File: src/rtl/rms_chan_scheduler_if.sv
// Bundle of per-channel sample streams, control and the result stream for rms_chan_scheduler.
// master = sample source / result consumer side, slave = the scheduler.
// Optional MS_THRESH_EN adds thresh, m_fault and fault_sticky.
interface rms_chan_scheduler_if #(
  parameter int NCH = 4,
  parameter int DW  = 16
);
  localparam int CW = $clog2(NCH);

  logic              enable;
  logic [NCH-1:0]    ch_en;
  logic [NCH-1:0]    s_valid;
  logic [NCH*DW-1:0] s_data;
  logic [NCH-1:0]    s_ready;
  logic              m_valid;
  logic              m_ready;
  logic [CW-1:0]     m_ch;
  logic [31:0]       m_ms;
  logic              busy;
`ifdef MS_THRESH_EN
  logic [31:0]       thresh;
  logic              m_fault;
  logic [NCH-1:0]    fault_sticky;
`endif

  modport master (
    output enable, ch_en, s_valid, s_data, m_ready,
    input  s_ready, m_valid, m_ch, m_ms, busy
`ifdef MS_THRESH_EN
    , output thresh
    , input  m_fault, fault_sticky
`endif
  );

  modport slave (
    input  enable, ch_en, s_valid, s_data, m_ready,
    output s_ready, m_valid, m_ch, m_ms, busy
`ifdef MS_THRESH_EN
    , input  thresh
    , output m_fault, fault_sticky
`endif
  );
endinterface

File: src/rtl/rms_chan_scheduler.sv
// Round-robin scheduler sharing one mean-square window accumulator across NCH sample streams.
// Latency: result valid the cycle after the WIN-th accepted sample; 2 cycles DONE->IDLE->ACCUM turnaround.
// Backpressure: s_ready only on the selected channel during ACCUM; result held in DONE until m_ready.
// Optional feature macro: MS_THRESH_EN (threshold compare flag plus sticky per-channel fault bits).
module rms_chan_scheduler #(
  parameter int NCH     = 4,
  parameter int DW      = 16,
  parameter int LOG2WIN = 10
) (
  input  logic clk,
  input  logic rst,
  rms_chan_scheduler_if.slave bus
);
  localparam int CW = $clog2(NCH);
  localparam int AW = 2*DW + LOG2WIN;

  typedef enum logic [1:0] {S_IDLE, S_ACCUM, S_DONE} state_t;

  state_t               r_state;
  state_t               w_state_nxt;
  logic [CW-1:0]        r_last;
  logic [CW-1:0]        r_cur;
  logic [CW-1:0]        w_sel;
  logic [CW-1:0]        w_idx;
  logic                 w_sel_found;
  logic [AW-1:0]        r_acc;
  logic [AW-1:0]        w_acc_nxt;
  logic [AW-1:0]        w_shift;
  logic [LOG2WIN-1:0]   r_cnt;
  logic signed [DW-1:0] w_smp;
  logic signed [2*DW-1:0] w_prod;
  logic [31:0]          w_ms;
  logic                 w_accept;
  logic                 w_last_smp;
  logic                 r_m_valid;
  logic [CW-1:0]        r_m_ch;
  logic [31:0]          r_m_ms;
`ifdef MS_THRESH_EN
  logic                 r_m_fault;
  logic [NCH-1:0]       r_fault_sticky;
`endif

  // Pick the first enabled channel above the last served one, wrapping around.
  always_comb begin
    w_sel       = r_last;
    w_sel_found = 1'b0;
    w_idx       = '0;
    for (int i = 1; i <= NCH; i++) begin
      w_idx = CW'((int'(r_last) + i) % NCH);
      if (!w_sel_found && bus.ch_en[w_idx]) begin
        w_sel       = w_idx;
        w_sel_found = 1'b1;
      end
    end
  end

  // Square of the current channel's sample; squares are non-negative so the product is used unsigned.
  assign w_smp      = bus.s_data[r_cur*DW +: DW];
  assign w_prod     = w_smp * w_smp;
  assign w_acc_nxt  = r_acc + {{LOG2WIN{1'b0}}, w_prod};
  assign w_shift    = w_acc_nxt >> LOG2WIN;
  assign w_accept   = (r_state == S_ACCUM) && bus.s_valid[r_cur];
  assign w_last_smp = &r_cnt;

  // Only wide samples can push the mean square past 32 bits; clamp those to all-ones.
  generate
    if (AW > 32) begin : g_sat
      assign w_ms = (|w_shift[AW-1:32]) ? 32'hFFFF_FFFF : w_shift[31:0];
    end else begin : g_nosat
      assign w_ms = 32'(w_shift);
    end
  endgenerate

  // State register.
  always_ff @(posedge clk) begin
    if (rst) r_state <= S_IDLE;
    else     r_state <= w_state_nxt;
  end

  // Next state: enable low aborts a window but never a pending result.
  always_comb begin
    w_state_nxt = r_state;
    case (r_state)
      S_IDLE:  if (bus.enable && w_sel_found) w_state_nxt = S_ACCUM;
      S_ACCUM: begin
        if (!bus.enable)                  w_state_nxt = S_IDLE;
        else if (w_accept && w_last_smp)  w_state_nxt = S_DONE;
      end
      S_DONE:  if (bus.m_ready) w_state_nxt = S_IDLE;
      default: w_state_nxt = S_IDLE;
    endcase
  end

  // Window datapath, result registers and round-robin pointer.
  always_ff @(posedge clk) begin
    if (rst) begin
      r_last    <= CW'(NCH-1);
      r_cur     <= '0;
      r_acc     <= '0;
      r_cnt     <= '0;
      r_m_valid <= 1'b0;
      r_m_ch    <= '0;
      r_m_ms    <= '0;
`ifdef MS_THRESH_EN
      r_m_fault      <= 1'b0;
      r_fault_sticky <= '0;
`endif
    end else begin
      case (r_state)
        S_IDLE: begin
          if (bus.enable && w_sel_found) begin
            r_cur <= w_sel;
            r_acc <= '0;
            r_cnt <= '0;
          end
        end
        S_ACCUM: begin
          if (bus.enable && w_accept) begin
            r_acc <= w_acc_nxt;
            r_cnt <= r_cnt + 1'b1;
            if (w_last_smp) begin
              r_m_valid <= 1'b1;
              r_m_ch    <= r_cur;
              r_m_ms    <= w_ms;
`ifdef MS_THRESH_EN
              r_m_fault <= (w_ms > bus.thresh);
`endif
            end
          end
        end
        S_DONE: begin
          if (bus.m_ready) begin
            r_m_valid <= 1'b0;
            r_last    <= r_cur;
`ifdef MS_THRESH_EN
            if (r_m_fault) r_fault_sticky[r_m_ch] <= 1'b1;
`endif
          end
        end
        default: ;
      endcase
    end
  end

  // Grant only the selected channel while a window is being collected.
  always_comb begin
    bus.s_ready = '0;
    if (r_state == S_ACCUM) bus.s_ready[r_cur] = 1'b1;
  end

  assign bus.m_valid = r_m_valid;
  assign bus.m_ch    = r_m_ch;
  assign bus.m_ms    = r_m_ms;
  assign bus.busy    = (r_state != S_IDLE);
`ifdef MS_THRESH_EN
  assign bus.m_fault      = r_m_fault;
  assign bus.fault_sticky = r_fault_sticky;
`endif
endmodule

File: src/flat_wrapper.sv
// flat-port wrapper written by rule: the top's interface ports become plain ports
module rms_chan_scheduler_flat 
#(
  parameter int NCH     = 4,
  parameter int DW      = 16,
  parameter int LOG2WIN = 10
)
  (clk, rst, bus_enable, bus_ch_en, bus_s_valid, bus_s_data, bus_m_ready, bus_s_ready, bus_m_valid, bus_m_ch, bus_m_ms, bus_busy);
  rms_chan_scheduler_if #(.NCH(NCH), .DW(DW)) bus_i ();
  input  logic clk;
  input  logic rst;
  input wire logic [$bits(bus_i.enable)-1:0] bus_enable;
  input wire logic [$bits(bus_i.ch_en)-1:0] bus_ch_en;
  input wire logic [$bits(bus_i.s_valid)-1:0] bus_s_valid;
  input wire logic [$bits(bus_i.s_data)-1:0] bus_s_data;
  input wire logic [$bits(bus_i.m_ready)-1:0] bus_m_ready;
  output wire logic [$bits(bus_i.s_ready)-1:0] bus_s_ready;
  output wire logic [$bits(bus_i.m_valid)-1:0] bus_m_valid;
  output wire logic [$bits(bus_i.m_ch)-1:0] bus_m_ch;
  output wire logic [$bits(bus_i.m_ms)-1:0] bus_m_ms;
  output wire logic [$bits(bus_i.busy)-1:0] bus_busy;
  assign bus_i.enable = bus_enable;
  assign bus_i.ch_en = bus_ch_en;
  assign bus_i.s_valid = bus_s_valid;
  assign bus_i.s_data = bus_s_data;
  assign bus_i.m_ready = bus_m_ready;
  assign bus_s_ready = bus_i.s_ready;
  assign bus_m_valid = bus_i.m_valid;
  assign bus_m_ch = bus_i.m_ch;
  assign bus_m_ms = bus_i.m_ms;
  assign bus_busy = bus_i.busy;
  rms_chan_scheduler #(.NCH(NCH), .DW(DW), .LOG2WIN(LOG2WIN)) u_core (.clk(clk), .rst(rst), .bus(bus_i));
endmodule
File: config.mk
export PLATFORM = sky130hd
export DESIGN_NAME = rms_chan_scheduler_flat
export DESIGN_NICKNAME = d
export VERILOG_FILES = /design/src/rtl/rms_chan_scheduler_if.sv /design/src/rtl/rms_chan_scheduler.sv /design/src/flat_wrapper.sv
export SDC_FILE = /design/constraint.sdc
export NUM_CORES = 1
export LEC_CHECK = 0
export CAP_MARGIN = 15
export CORE_MARGIN = 1
export CORE_UTILIZATION = 38
export DETAILED_ROUTE_END_ITERATION = 10
export GPL_TIMING_DRIVEN = 0
export HOLD_SLACK_MARGIN = 0.15
export PLACE_DENSITY = 0.67
export SLEW_MARGIN = 10
export SYNTH_ARGS = -nofsm -noshare
export SYNTH_HDL_FRONTEND = slang
export SYNTH_SLANG_ARGS = --single-unit
File: constraint.sdc
create_clock -name clk -period 13.5 [get_ports clk]
set_clock_uncertainty 0.15 [all_clocks]
set_input_delay 4.05 -clock clk [delete_from_list [all_inputs] [get_ports clk]]
set_output_delay 4.05 -clock clk [all_outputs]
set_load 0.05 [all_outputs]
# ---- After elaboration in Yosys (flattened, before gate mapping)
# Cells that the tools add are included.
dict set report word_totals {
  reg_bits 93
  input_bits 76
  output_inout_bits 40
}
dict set report classes {
  add_sub_neg 6
  multipliers 1
  order_cmp 6
  n_eq_ne 7
  shift 1
  n_mux 36
  n_reduce_logical 22
}
# op count
set op_table {}
lappend op_table {{$mux W42} 2}
lappend op_table {{$pmux W42 S2} 1}
lappend op_table {{$shiftx A64 B7 Y16} 1}
lappend op_table {{$add A42 B32 Y42} 1}
lappend op_table {{$mul A16 B16 Y32} 1}
lappend op_table {{$mux W10} 2}
lappend op_table {{$pmux W10 S2} 1}
lappend op_table {{$mux W2} 8}
lappend op_table {{$lt A2 B3 Y1 const B} 5}
lappend op_table {{$mux W1} 13}
lappend op_table {{$reduce_and A12 Y1} 1}
lappend op_table {{$add A10 B1 Y10 const B} 1}
lappend op_table {{$bmux W1 S2} 5}
lappend op_table {{$reduce_and A10 Y1} 1}
lappend op_table {{$logic_and A1 B1 Y1} 8}
lappend op_table {{$pmux W2 S3} 1}
lappend op_table {{$reduce_and A3 Y1} 2}
lappend op_table {{$reduce_bool A2 Y1} 3}
lappend op_table {{$add A2 B1 Y2 const B} 2}
lappend op_table {{$add A2 B2 Y2 const B} 2}
lappend op_table {{$mux W4} 1}
lappend op_table {{$ne A2 B1 Y1 const B} 2}
lappend op_table {{$ne A2 B2 Y1 const B} 2}
lappend op_table {{$reduce_and A2 Y1} 2}
lappend op_table {{other kinds (9)} 11}

# ---- Logic depth before layout (Yosys ltp)
# Gate-level depths: netlist of the first run.
dict set report logic_depth {
  word_depth 16
  ltp_mapped 41
  mapped_depth_nobuf 37
}

# ---- Worst setup path after synthesis of the first run
# OpenSTA, ideal clock, no wires.
dict set report synth_timing {
  path_kind {input to register}
  startpoint {input port bus_s_data[24]}
  endpoint {register u_core.r_m_ms[31], in the netlist u_core.bus.m_ms[31]}
  setup_time_ns 0.086
  arrival_time_ns 11.816
  required_time_ns 13.264
  setup_slack_ns 1.448
  cell_stages 35
  path_cell_list {mux2_2 > o21ai_1 > inv_1 > clkbuf_1 > nand2_1 > inv_1 > fa_1 > inv_1 > fa_1 > fa_1 > inv_1 > fa_1 > fa_1 > inv_1 > fa_1 > inv_1 > ha_1 > a21o_1 > a21o_1 > a221oi_2 > o41ai_2 > a311oi_2 > nor2b_1 > o21ai_0 > a21oi_1 > ha_1 > a21oi_1 > o21bai_1 > a21oi_1 > nor2_1 > a31oi_1 > a31oi_4 > o21ai_1 > xor2_1 > a211oi_1}
}
dict set report synth_via {
  elab_chain_cells 3
}
# item line
set synth_rtl {}
lappend synth_rtl {{start, declared} flat_wrapper.sv:15} ;# input wire logic [$bits(bus_i.s_data)-1:0] bus_s_data;
lappend synth_rtl {{$shiftx A64 B7 Y16} rms_chan_scheduler.sv:58} ;# assign w_smp = bus.s_data[r_cur*DW +: DW];
lappend synth_rtl {{$mul A16 B16 Y32} rms_chan_scheduler.sv:59} ;# assign w_prod = w_smp * w_smp;
lappend synth_rtl {{$add A42 B32 Y42} rms_chan_scheduler.sv:60} ;# assign w_acc_nxt = r_acc + {{LOG2WIN{1'b0}}, w_prod};
lappend synth_rtl {{end signal, assigned} rms_chan_scheduler.sv:124} ;# r_m_ms <= w_ms;
lappend synth_rtl {{end, declared} rms_chan_scheduler.sv:37} ;# logic [31:0] r_m_ms;
# No other way between the ends.
# A chain may end at the register's enable or synchronous reset.

# ---- Final worst setup path of the first run
# Same ends and word-level chain as after synthesis.

==> flow_metrics.py, run 1 <==
metrics = {
    "clocking": {
        "clk_pin_slew_ns": 0.07,
        "tritoncts": "yes",
        "root_buffer_cell": "sky130_fd_sc_hd__clkbuf_16",
        "insertion_delay_ns": 0.34,
        "h-tree-depth": 3,
        "cts_buffers": 9,
        "clock_path_buffers": 2,
        "cts_hold_buf": 0,
        "cts_num_sinks": 93,
    },
    "synthesis": {
        "xor_xnor_portion_of_the_synthesized_cell_area": 0.04949,
        "postSynth.topFlopCell": "sky130_fd_sc_hd__dfxtp_1",
        "synth_simple_gate_area_share": 0.1336,
        "synth-edff-count": 0,
        "yosys_register_bits": 93,
        "synth-compound-area-share": 0.1339,
        "syn_area_um2": 14870,
        "synth_mux_area_frac": 0.02601,
        "yosysWarnings": 0,
        "syn_nets": 2156,
        "gate_count_of_the_mapped_netlist": 1718,
        "synth_cell_types": 73,
        "ys_async_sr_fraction": 0,
        "avgSynthCellArea_um2": 8.653,
        "yosysSeqAreaShare": 0.1252,
        "synth_top_family_by_area": "adder cells",
        "synth-adder-area-share": 0.4249,
    },
    "min_path": {
        "min_path_type": "flip-flop to flip-flop",
    },
    "floorplan": {
        "fp.dieArea_um2": 39910,
        "initial_util": 0.3846,
        "die_w_um": 199.8,
        "top_level_ports": 116,
        "num_rows": 72,
        "die_h_um": 199.8,
        "core_um2": 38650,
    },
    "detailed_routing": {
        "antenna_left": 0,
        "wirelength_mm": 37.36,
        "detail_route.wl_per_cell_um": 15.76,
        "detailedRoute.firstPassIterationCount": 6,
        "drc": 0,
        "first_iter_violations": 574,
        "vias": 11887,
        "via_per_inst": 5.016,
    },
    "sta": {
        "grt_setup_unrepaired": "no",
        "worst_max_slew_pin_slew_ns": 1.039,
        "timing.fmax_mhz": 77.49,
        "worst_hold_slack_ns": 0.2945,
        "worst_slew_margin_rel": 0.3075,
        "totalNegativeSetupSlack_ns": 0,
        "finalWorstPathRequiredPeriod_ns": 12.90,
        "finalMaxSlewViolations": 0,
        "final_hold_violation_count": 0,
        "period_share": 0.9559,
        "setup-violations-final": 0,
    },
    "final_layout": {
        "syn2layout_area_growth_pct": 15.12,
        "ff_latch_area_um2": 1862,
        "nets": 2288,
        "finalInstanceArea_um2": 17110,
        "drive_gt1_frac": 0.06641,
        "number_of_filler_instances_in_the_final_layout": 3746,
        "post-route-util": 0.4428,
        "antenna_cells_inserted": 0,
        "multi_input_gate_area_um2": 11510,
    },
    "worst_setup_path": {
        "cp_startpoint_kind": "input pin",
        "critical_path.max_stage_delay_ns": 0.55,
        "critical_path_peak_fanout": 10,
        "cpMaxStageDelayCell": "sky130_fd_sc_hd__fa_1",
        "critical_path_required_ns": 13.60,
        "timing.critical_path.to_type": "flip-flop",
        "path_class": "input pin to flip-flop",
        "worst-endpoint-arrival_ns": 13.01,
    },
    "grt": {
        "grt_antenna_before_repair": 0,
        "grt_start_max_net_pins": 15,
        "gr-usage-all-layers": 0.1944,
        "grt_pass1_wl_mm": 60.91,
        "grt_overflow_total": 0,
        "grt_pass1_vias": 12413,
    },
    "place": {
        "placed_area_um2": 16650,
        "place_hpwl_mm": 31.71,
        "routabilityCongestion": 0.9117,
        "portBuffers": 114,
    },
    "flow_run": {
        "timing.max_cap.violations": 0,
    },
    "run_status": {
        "status": "complete, no violations",
    },
}
==> cells by family (layout without fill, tap and decap cells) <==
group                    Yosys count  count (layout)
flip-flops                        93              93
XOR/XNOR                          84              84
AO/OA/AOI/OAI                    294             294
adder cells (fa/ha/maj)          362             362
AND/OR/NAND/NOR                  438             438
multiplexers                      33              33
buffers and inverters            414             548
==> layout by cell type (no fill, tap or decap), types with 7 or more instances in the layout <==
cell type,synthesis,final
sky130_fd_sc_hd__clkbuf_1,32,25
sky130_fd_sc_hd__nand3_1,25,25
sky130_fd_sc_hd__mux2i_1,15,14
sky130_fd_sc_hd__mux2_2,15,15
sky130_fd_sc_hd__fa_1,238,238
sky130_fd_sc_hd__xnor2_1,57,57
sky130_fd_sc_hd__o21a_1,9,8
sky130_fd_sc_hd__nand4_1,9,9
sky130_fd_sc_hd__o21ai_0,41,40
sky130_fd_sc_hd__buf_2,13,13
sky130_fd_sc_hd__clkbuf_16,0,9
sky130_fd_sc_hd__o21ai_2,7,7
sky130_fd_sc_hd__and3_1,10,10
sky130_fd_sc_hd__nand2_1,171,171
sky130_fd_sc_hd__or3_1,7,7
sky130_fd_sc_hd__ha_1,124,124
sky130_fd_sc_hd__a22oi_1,13,13
sky130_fd_sc_hd__buf_4,5,14
sky130_fd_sc_hd__nor2b_1,10,10
sky130_fd_sc_hd__clkdlybuf4s50_1,0,114
sky130_fd_sc_hd__inv_1,354,353
sky130_fd_sc_hd__a22o_1,7,7
sky130_fd_sc_hd__o21bai_1,7,7
sky130_fd_sc_hd__a21o_1,35,35
sky130_fd_sc_hd__xor2_1,27,27
sky130_fd_sc_hd__dfxtp_1,93,93
sky130_fd_sc_hd__nand2b_1,16,16
sky130_fd_sc_hd__a31oi_1,8,8
sky130_fd_sc_hd__a21oi_1,102,102
sky130_fd_sc_hd__nor3_1,19,19
sky130_fd_sc_hd__a211oi_1,11,11
sky130_fd_sc_hd__nor2_1,141,140
==> routing by layer <==
layer  wire, um  track usage  vias up  share of wire
met5          0            0        -              0
met4       1186      0.06983        0          0.032
met3       1605      0.02436       60          0.043
met2      18680       0.3400      220           0.50
met1      15890       0.2457     5908           0.43
li1           -            -     5699              -
==> cell usage after synthesis (all sizes together), types with 4 or more instances <==
master	number	share of area
buf	22	0.0079
a31oi	10	0.0062
mux2i	15	0.010
o21bai	8	0.0043
nand4	10	0.0046
nand2	172	0.044
o211ai	6	0.0044
inv	354	0.089
nand3	25	0.0084
a211oi	15	0.0089
ha	124	0.10
nor2	146	0.038
nand2b	16	0.0067
o21a	10	0.0056
mux2	15	0.011
nand3b	5	0.0028
clkinv	6	0.0015
a211o	5	0.0029
a21o	35	0.018
o22ai	4	0.0017
nor3b	5	0.0033
xor2	27	0.016
a21oi	104	0.036
fa	238	0.32
a22o	7	0.0041
a22oi	13	0.0066
o31ai	4	0.0029
or3	7	0.0029
xnor2	57	0.034
and3	10	0.0042
dfxtp	93	0.13
o21ai	58	0.021
clkbuf	32	0.0081
nor2b	11	0.0051
nor3	21	0.0086
==> path summary, 6_finish.rpt <==
kind                     from             endpoint  slack, ns  cells after the start
max            bus_s_data[24]  u_core.bus.m_ms[31]       0.60                     36
min          u_core.r_acc[29]     u_core.r_acc[29]       0.29                      2
max reg2reg   u_core.r_cur[1]  u_core.bus.m_ms[31]       3.17                     37
min reg2reg  u_core.r_acc[29]     u_core.r_acc[29]       0.29                      2
==> layout make-up <==
cell class | count | area share
Multi-Input combinational cell | 1211 | 0.6724
Buffer | 52 | 0.01382
Tap cell | 518 | 0.03787
Timing Repair Buffer | 123 | 0.07063
Clock inverter | 4 | 0.002998
Sequential cell | 93 | 0.1088
Clock buffer | 9 | 0.01316
Inverter | 360 | 0.08028
==> registers in the layout (all words and copies together), names as in the netlist <==
signal,flops
u_core.r_acc,42
u_core.bus.m_ms,32
u_core.r_cnt,10
u_core.bus.m_ch,2
u_core.r_cur,2
u_core.r_last,2
u_core.r_state,2
u_core.bus.m_valid,1
==> worst max-delay path: cells and delay by family <==
family                     cells  cell delay, ns
adders and majority gates      8            3.73
AOI/OAI and AO/OA             13            3.02
buffers and inverters          8            1.02
and+or+nand+nor                5            0.74
muxes                          1            0.32
xor gates and xnor gates       1            0.09
==> what timing repair did <==
| action | CTS | global route |
|---|---|---|
| endpoints found under the setup margin | 30 | 32 |
| pin swaps | 0 | 2 |
| resized for setup | 3 | 31 |
| buffers inserted | 0 | 9 |
==> through the flow <==
stage               std cells  setup slack [ns]
floorplan                1718             1.448
global placement         2350           -0.7148
detailed placement       2350           -0.7724
CTS                      2363         0.0008091
global route             2370           0.07254
finish                   2370            0.5955
Power of run 1 is left out: the tool's default activity adds up to more than one toggle a clock period on the data nets, which glitch-free logic cannot reach.
==> run 2: changes to the inputs <==
--- a/config.mk
+++ b/config.mk
@@ -9,9 +9,10 @@
 export CORE_MARGIN = 1
 export CORE_UTILIZATION = 38
 export DETAILED_ROUTE_END_ITERATION = 10
+export DONT_BUFFER_PORTS = 1
 export GPL_TIMING_DRIVEN = 0
 export HOLD_SLACK_MARGIN = 0.15
-export PLACE_DENSITY = 0.67
+export PLACE_DENSITY = 0.63
 export SLEW_MARGIN = 10
 export SYNTH_ARGS = -nofsm -noshare
 export SYNTH_HDL_FRONTEND = slang
==> run 2 against run 1 <==
Compared with the run above: final cell count decreased by 4.9%; critical path type unchanged; worst hold slack improved by 0.013 ns; highest routed layer is now met5; via count decreased by 3.7%; count of clock-buffer cells in the layout unchanged.
==> flow_metrics.py, run 2 (synthesis results as in run 1) <==
metrics = {
    "grt": {
        "grt_antenna_before_repair": 4,
        "grt_pass1_wl_mm": 60.62,
        "grt_start_max_net_pins": 17,
        "grt_overflow_total": 0,
        "grt_pass1_vias": 11927,
        "gr-usage-all-layers": 0.1947,
    },
    "worst_setup_path": {
        "timing.critical_path.to_type": "flip-flop",
        "worstReg2RegEnd": "u_core.bus.m_ms[31]",
        "cp_startpoint_kind": "input pin",
        "critical_path.max_stage_delay_ns": 0.56,
        "critical_path_peak_fanout": 10,
        "cpMaxStageDelayCell": "sky130_fd_sc_hd__fa_1",
        "worst_path_most_repeated_cell": "sky130_fd_sc_hd__fa_1",
        "critical_path_required_ns": 13.61,
        "regToRegSetupSlack_ns": 2.69,
        "r2r-start": "u_core.r_cur[0]",
        "reg2regPathDepth": 36,
        "worst-endpoint-arrival_ns": 13.18,
        "path_class": "input pin to flip-flop",
    },
    "detailed_routing": {
        "drc": 0,
        "via_per_inst": 5.083,
        "vias": 11452,
        "detail_route.wl_per_cell_um": 16.38,
        "antenna_left": 0,
        "detailedRoute.firstPassIterationCount": 4,
        "wirelength_mm": 36.91,
        "first_iter_violations": 573,
    },
    "min_path": {
        "timing.hold.worst_endpoint": "u_core.r_acc[29]",
        "holdPathStages": 2,
        "min_path_type": "flip-flop to flip-flop",
        "hold_path_startpoint": "u_core.r_acc[29]",
    },
    "clocking": {
        "cts_setup_buffers": 0,
        "h-tree-depth": 3,
        "root_buffer_cell": "sky130_fd_sc_hd__clkbuf_16",
        "insertion_delay_ns": 0.36,
        "clk_pin_slew_ns": 0.07,
        "tritoncts": "yes",
        "clock_path_buffers": 2,
        "cts_buffers": 9,
        "cts_hold_buf": 0,
        "cts_num_sinks": 93,
    },
    "final_layout": {
        "layoutNonFillerInstCount": 2253,
        "largest_register_ff_count": 42,
        "drive_gt1_frac": 0.06174,
        "largest-register": "u_core.r_acc",
        "finalInstanceArea_um2": 15860,
        "most_frequent_cells_in_the_layout": "354 x sky130_fd_sc_hd__inv_1, 238 x sky130_fd_sc_hd__fa_1, 171 x sky130_fd_sc_hd__nand2_1, 141 x sky130_fd_sc_hd__nor2_1, 124 x sky130_fd_sc_hd__ha_1",
        "final_common_cell": "sky130_fd_sc_hd__inv_1",
        "syn2layout_area_growth_pct": 6.674,
        "nets": 2166,
    },
    "sta": {
        "finalWorstPathRequiredPeriod_ns": 13.07,
        "final_hold_violation_count": 0,
        "worst_max_slew_pin_slew_ns": 0.9135,
        "timing.fmax_mhz": 76.52,
        "setup-violations-final": 0,
        "period_share": 0.9680,
        "worst_slew_margin_rel": 0.3869,
        "grt_setup_unrepaired": "no",
        "finalMaxSlewViolations": 0,
    },
    "place": {
        "portBuffers": 0,
        "routabilityCongestion": 0.9248,
        "place.detailed.instances": 2236,
        "placed_area_um2": 15530,
        "place_hpwl_mm": 31.24,
    },
    "floorplan": {
        "fp.dieArea_um2": 39910,
        "num_rows": 72,
        "initial_util": 0.3846,
        "die_w_um": 199.8,
        "core_um2": 38650,
        "top_level_ports": 116,
        "die_h_um": 199.8,
    },
    "run_status": {
        "status": "complete, no violations",
    },
    "flow_run": {
        "timing.max_cap.violations": 0,
    },
}
## run 2: how the worst max path moves through the flow
stage / from / end
2_1_floorplan: bus_s_data[24] / u_core.bus.m_ms[31]
3_3_place_gp: bus_s_data[27] / u_core.bus.m_ms[31]
3_5_place_dp: bus_s_data[27] / u_core.bus.m_ms[31]
4_1_cts: bus_s_data[24] / u_core.bus.m_ms[31]
5_1_grt: bus_s_data[25] / u_core.bus.m_ms[31]
6_report: bus_s_data[50] / u_core.bus.m_ms[31]
## run 2: area by class of cell
class                   count  area, um2
fillers                  3881      22790
multi-input cells        1211      11450
flip-flops and latches     93       1862
inverters                 360       1363
well taps                 518      648.1
plain buffers              53      234.0
clock buffers               9      225.2
clock inverters             7      73.82
diodes                      2      5.005
## run 2: what timing repair did
action	in CTS	in global routing
setup endpoints to repair	10	31
pin swaps	0	0
resized for setup	1	6
## run 2: per-layer routing
layer  GRT usage  wire (um)
met4     0.04411        610
met2      0.3431      18790
met1      0.2483      15870
met3     0.03276       1622
met5           0         23
## run 2: stage by stage
step	hold slack, ns	worst slack (ns)	setup TNS (ns)	utilization
floorplan	0.2723	1.448	0	-
global placement	0.2861	-0.4245	-6.194	0.4014
detailed placement	0.2996	-0.5241	-8.569	0.4019
CTS	0.3114	0.01737	0	0.4098
global route	0.3285	0.004243	0	0.4103
finish	0.3080	0.4318	0	0.4103
## run 2: critical path: cells and delay by family
family | cells | cell delay [ns]
buffers and inverters | 4 | 0.70
muxes | 1 | 0.31
xor gates and xnor gates | 1 | 0.11
adders and majority gates | 8 | 3.79
and+or+nand+nor | 4 | 0.62
AOI/OAI and AO/OA | 15 | 3.58
Power of run 2 is left out for the same reason.
==> run 3: changes to the inputs <==
--- a/config.mk
+++ b/config.mk
@@ -12,7 +12,7 @@
 export DONT_BUFFER_PORTS = 1
 export GPL_TIMING_DRIVEN = 0
 export HOLD_SLACK_MARGIN = 0.15
-export PLACE_DENSITY = 0.63
+export PLACE_DENSITY = 0.51
 export SLEW_MARGIN = 10
 export SYNTH_ARGS = -nofsm -noshare
 export SYNTH_HDL_FRONTEND = slang
==> run 3 against run 2 <==
Compared with the run above: worst hold slack worse by 0.010 ns; sequential share of layout area about the same; register-to-register slack got worse by 0.28 ns; critical path depth grew 1; global-route usage up 1.1 points; critical endpoint unchanged; first-iteration DRC count down 11%; wire length grew 6.4%; highest routed layer is now met4.
==> flow_metrics.py, run 3 (synthesis results as in run 1) <==
metrics = {
    "grt": {
        "grt_antenna_before_repair": 1,
        "grt_pass1_vias": 11688,
        "grt_start_max_net_pins": 17,
        "gr-usage-all-layers": 0.2060,
        "grt_overflow_total": 0,
        "grt_pass1_wl_mm": 62.47,
    },
    "clocking": {
        "root_buffer_cell": "sky130_fd_sc_hd__clkbuf_16",
        "insertion_delay_ns": 0.35,
        "cts_num_sinks": 93,
        "clk_pin_slew_ns": 0.08,
        "cts_buffers": 9,
        "cts_setup_buffers": 0,
        "tritoncts": "yes",
        "clock_path_buffers": 2,
        "cts_hold_buf": 0,
        "h-tree-depth": 3,
    },
    "worst_setup_path": {
        "critical_path_peak_fanout": 10,
        "cp_startpoint_kind": "input pin",
        "critical_path_required_ns": 13.62,
        "worstReg2RegEnd": "u_core.bus.m_ms[31]",
        "reg2regPathDepth": 36,
        "worst_path_most_repeated_cell": "sky130_fd_sc_hd__fa_1",
        "timing.critical_path.to_type": "flip-flop",
        "path_class": "input pin to flip-flop",
        "r2r-start": "u_core.r_cur[1]",
        "cpMaxStageDelayCell": "sky130_fd_sc_hd__o41ai_2",
        "regToRegSetupSlack_ns": 2.41,
        "worst-endpoint-arrival_ns": 13.24,
        "critical_path.max_stage_delay_ns": 0.68,
    },
    "floorplan": {
        "die_w_um": 199.8,
        "fp.dieArea_um2": 39910,
        "num_rows": 72,
        "initial_util": 0.3846,
        "top_level_ports": 116,
        "die_h_um": 199.8,
        "core_um2": 38650,
    },
    "min_path": {
        "timing.hold.worst_endpoint": "u_core.r_acc[29]",
        "hold_path_startpoint": "u_core.r_acc[29]",
        "min_path_type": "flip-flop to flip-flop",
        "holdPathStages": 2,
    },
    "sta": {
        "setup-violations-final": 0,
        "fin_ws_ns": 0.3774,
        "worst_max_slew_pin_slew_ns": 1.013,
        "finalMaxSlewViolations": 0,
        "finalWorstPathRequiredPeriod_ns": 13.12,
        "worst_slew_margin_rel": 0.3248,
        "final_hold_violation_count": 0,
        "period_share": 0.9720,
        "grt_setup_unrepaired": "no",
        "timing.fmax_mhz": 76.20,
    },
    "place": {
        "pre_cts_ws_ns": -0.4685,
        "routabilityCongestion": 0.8722,
        "place_hpwl_mm": 32.77,
        "portBuffers": 0,
    },
    "final_layout": {
        "drive_gt1_frac": 0.06113,
        "largest-register": "u_core.r_acc",
        "final_common_cell": "sky130_fd_sc_hd__inv_1",
        "most_frequent_cells_in_the_layout": "354 x sky130_fd_sc_hd__inv_1, 238 x sky130_fd_sc_hd__fa_1, 171 x sky130_fd_sc_hd__nand2_1, 141 x sky130_fd_sc_hd__nor2_1, 124 x sky130_fd_sc_hd__ha_1",
        "syn2layout_area_growth_pct": 6.935,
        "nets": 2167,
        "largest_register_ff_count": 42,
    },
    "detailed_routing": {
        "wl_met2_mm": 19.75,
        "route.top_layer_used": "met4",
        "first_iter_violations": 508,
        "via_per_inst": 5.047,
        "wirelength_mm": 39.29,
        "antenna_left": 0,
        "detailedRoute.firstPassIterationCount": 5,
        "drc": 0,
        "detailroute.wirelength.met3_mm": 1.407,
        "routedLengthMet1_mm": 17.34,
        "detail_route.wl_per_cell_um": 17.44,
        "vias": 11372,
    },
    "flow_run": {
        "timing.max_cap.violations": 0,
    },
    "run_status": {
        "status": "complete, no violations",
    },
}
## run 3: changes by cell type in the layout (fill, tap and decap cells not counted), sizes merged
cell	previous run	this run
clkinv	7	4
inv	355	356
bufinv	1	2
clkbuf	40	42
diode	2	1
## run 3: timing repair
action | 4_1_cts | 5_1_grt
hold endpoints to repair | 0 | 0
pin swaps | 0 | 0
setup endpoints to repair | 9 | 31
gates resized for setup | 2 | 5
cloned | 0 | 0
## run 3: worst max-delay path by stage
stage,start,to,slack [ns],depth (start not counted)
floorplan,bus_s_data[24],u_core.bus.m_ms[31],1.45,35
global placement,bus_s_data[27],u_core.bus.m_ms[31],-0.44,31
detailed placement,bus_s_data[27],u_core.bus.m_ms[31],-0.47,31
CTS,bus_s_data[56],u_core.bus.m_ms[31],0.14,35
global route,bus_s_data[56],u_core.bus.m_ms[31],0.009,35
finish,bus_s_data[55],u_core.bus.m_ms[31],0.38,34
## run 3: area by class of cell
cell class / count / area (um2)
Multi-Input combinational cell: 1211 / 11460
Inverter: 360 / 1359
Buffer: 54 / 237.7
Sequential cell: 93 / 1862
Clock buffer: 10 / 239.0
Fill cell: 3993 / 22750
Clock inverter: 6 / 92.59
Antenna cell: 1 / 2.502
Tap cell: 518 / 648.1
## run 3: metal layers
| layer | vias up | global-route usage |
|---|---|---|
| met5 | - | 0 |
| met4 | 0 | 0.04722 |
| met3 | 38 | 0.01932 |
| met2 | 186 | 0.3588 |
| met1 | 5690 | 0.2758 |
| li1 | 5458 | - |
## run 3: critical path: cells and delay by family
family | cells | cell delay, ns
compound gates | 12 | 3.04
fa+ha+maj | 8 | 3.88
xor+xnor | 1 | 0.11
buf+inv | 7 | 1.44
mux | 1 | 0.04
simple gates | 5 | 0.65
## run 3: per-stage QoR
stage	setup TNS [ns]	cell area, um2	utilization	std cells	hold slack [ns]
floorplan	0	14870	-	1718	0.2723
global placement	-6.318	15510	0.4014	2236	0.2868
detailed placement	-7.954	15530	0.4019	2236	0.2908
CTS	0	15870	0.4106	2252	0.3011
global route	0	15890	0.4113	2252	0.3173
finish	0	15900	0.4113	2253	0.2977
Power of run 3 is left out for the same reason.
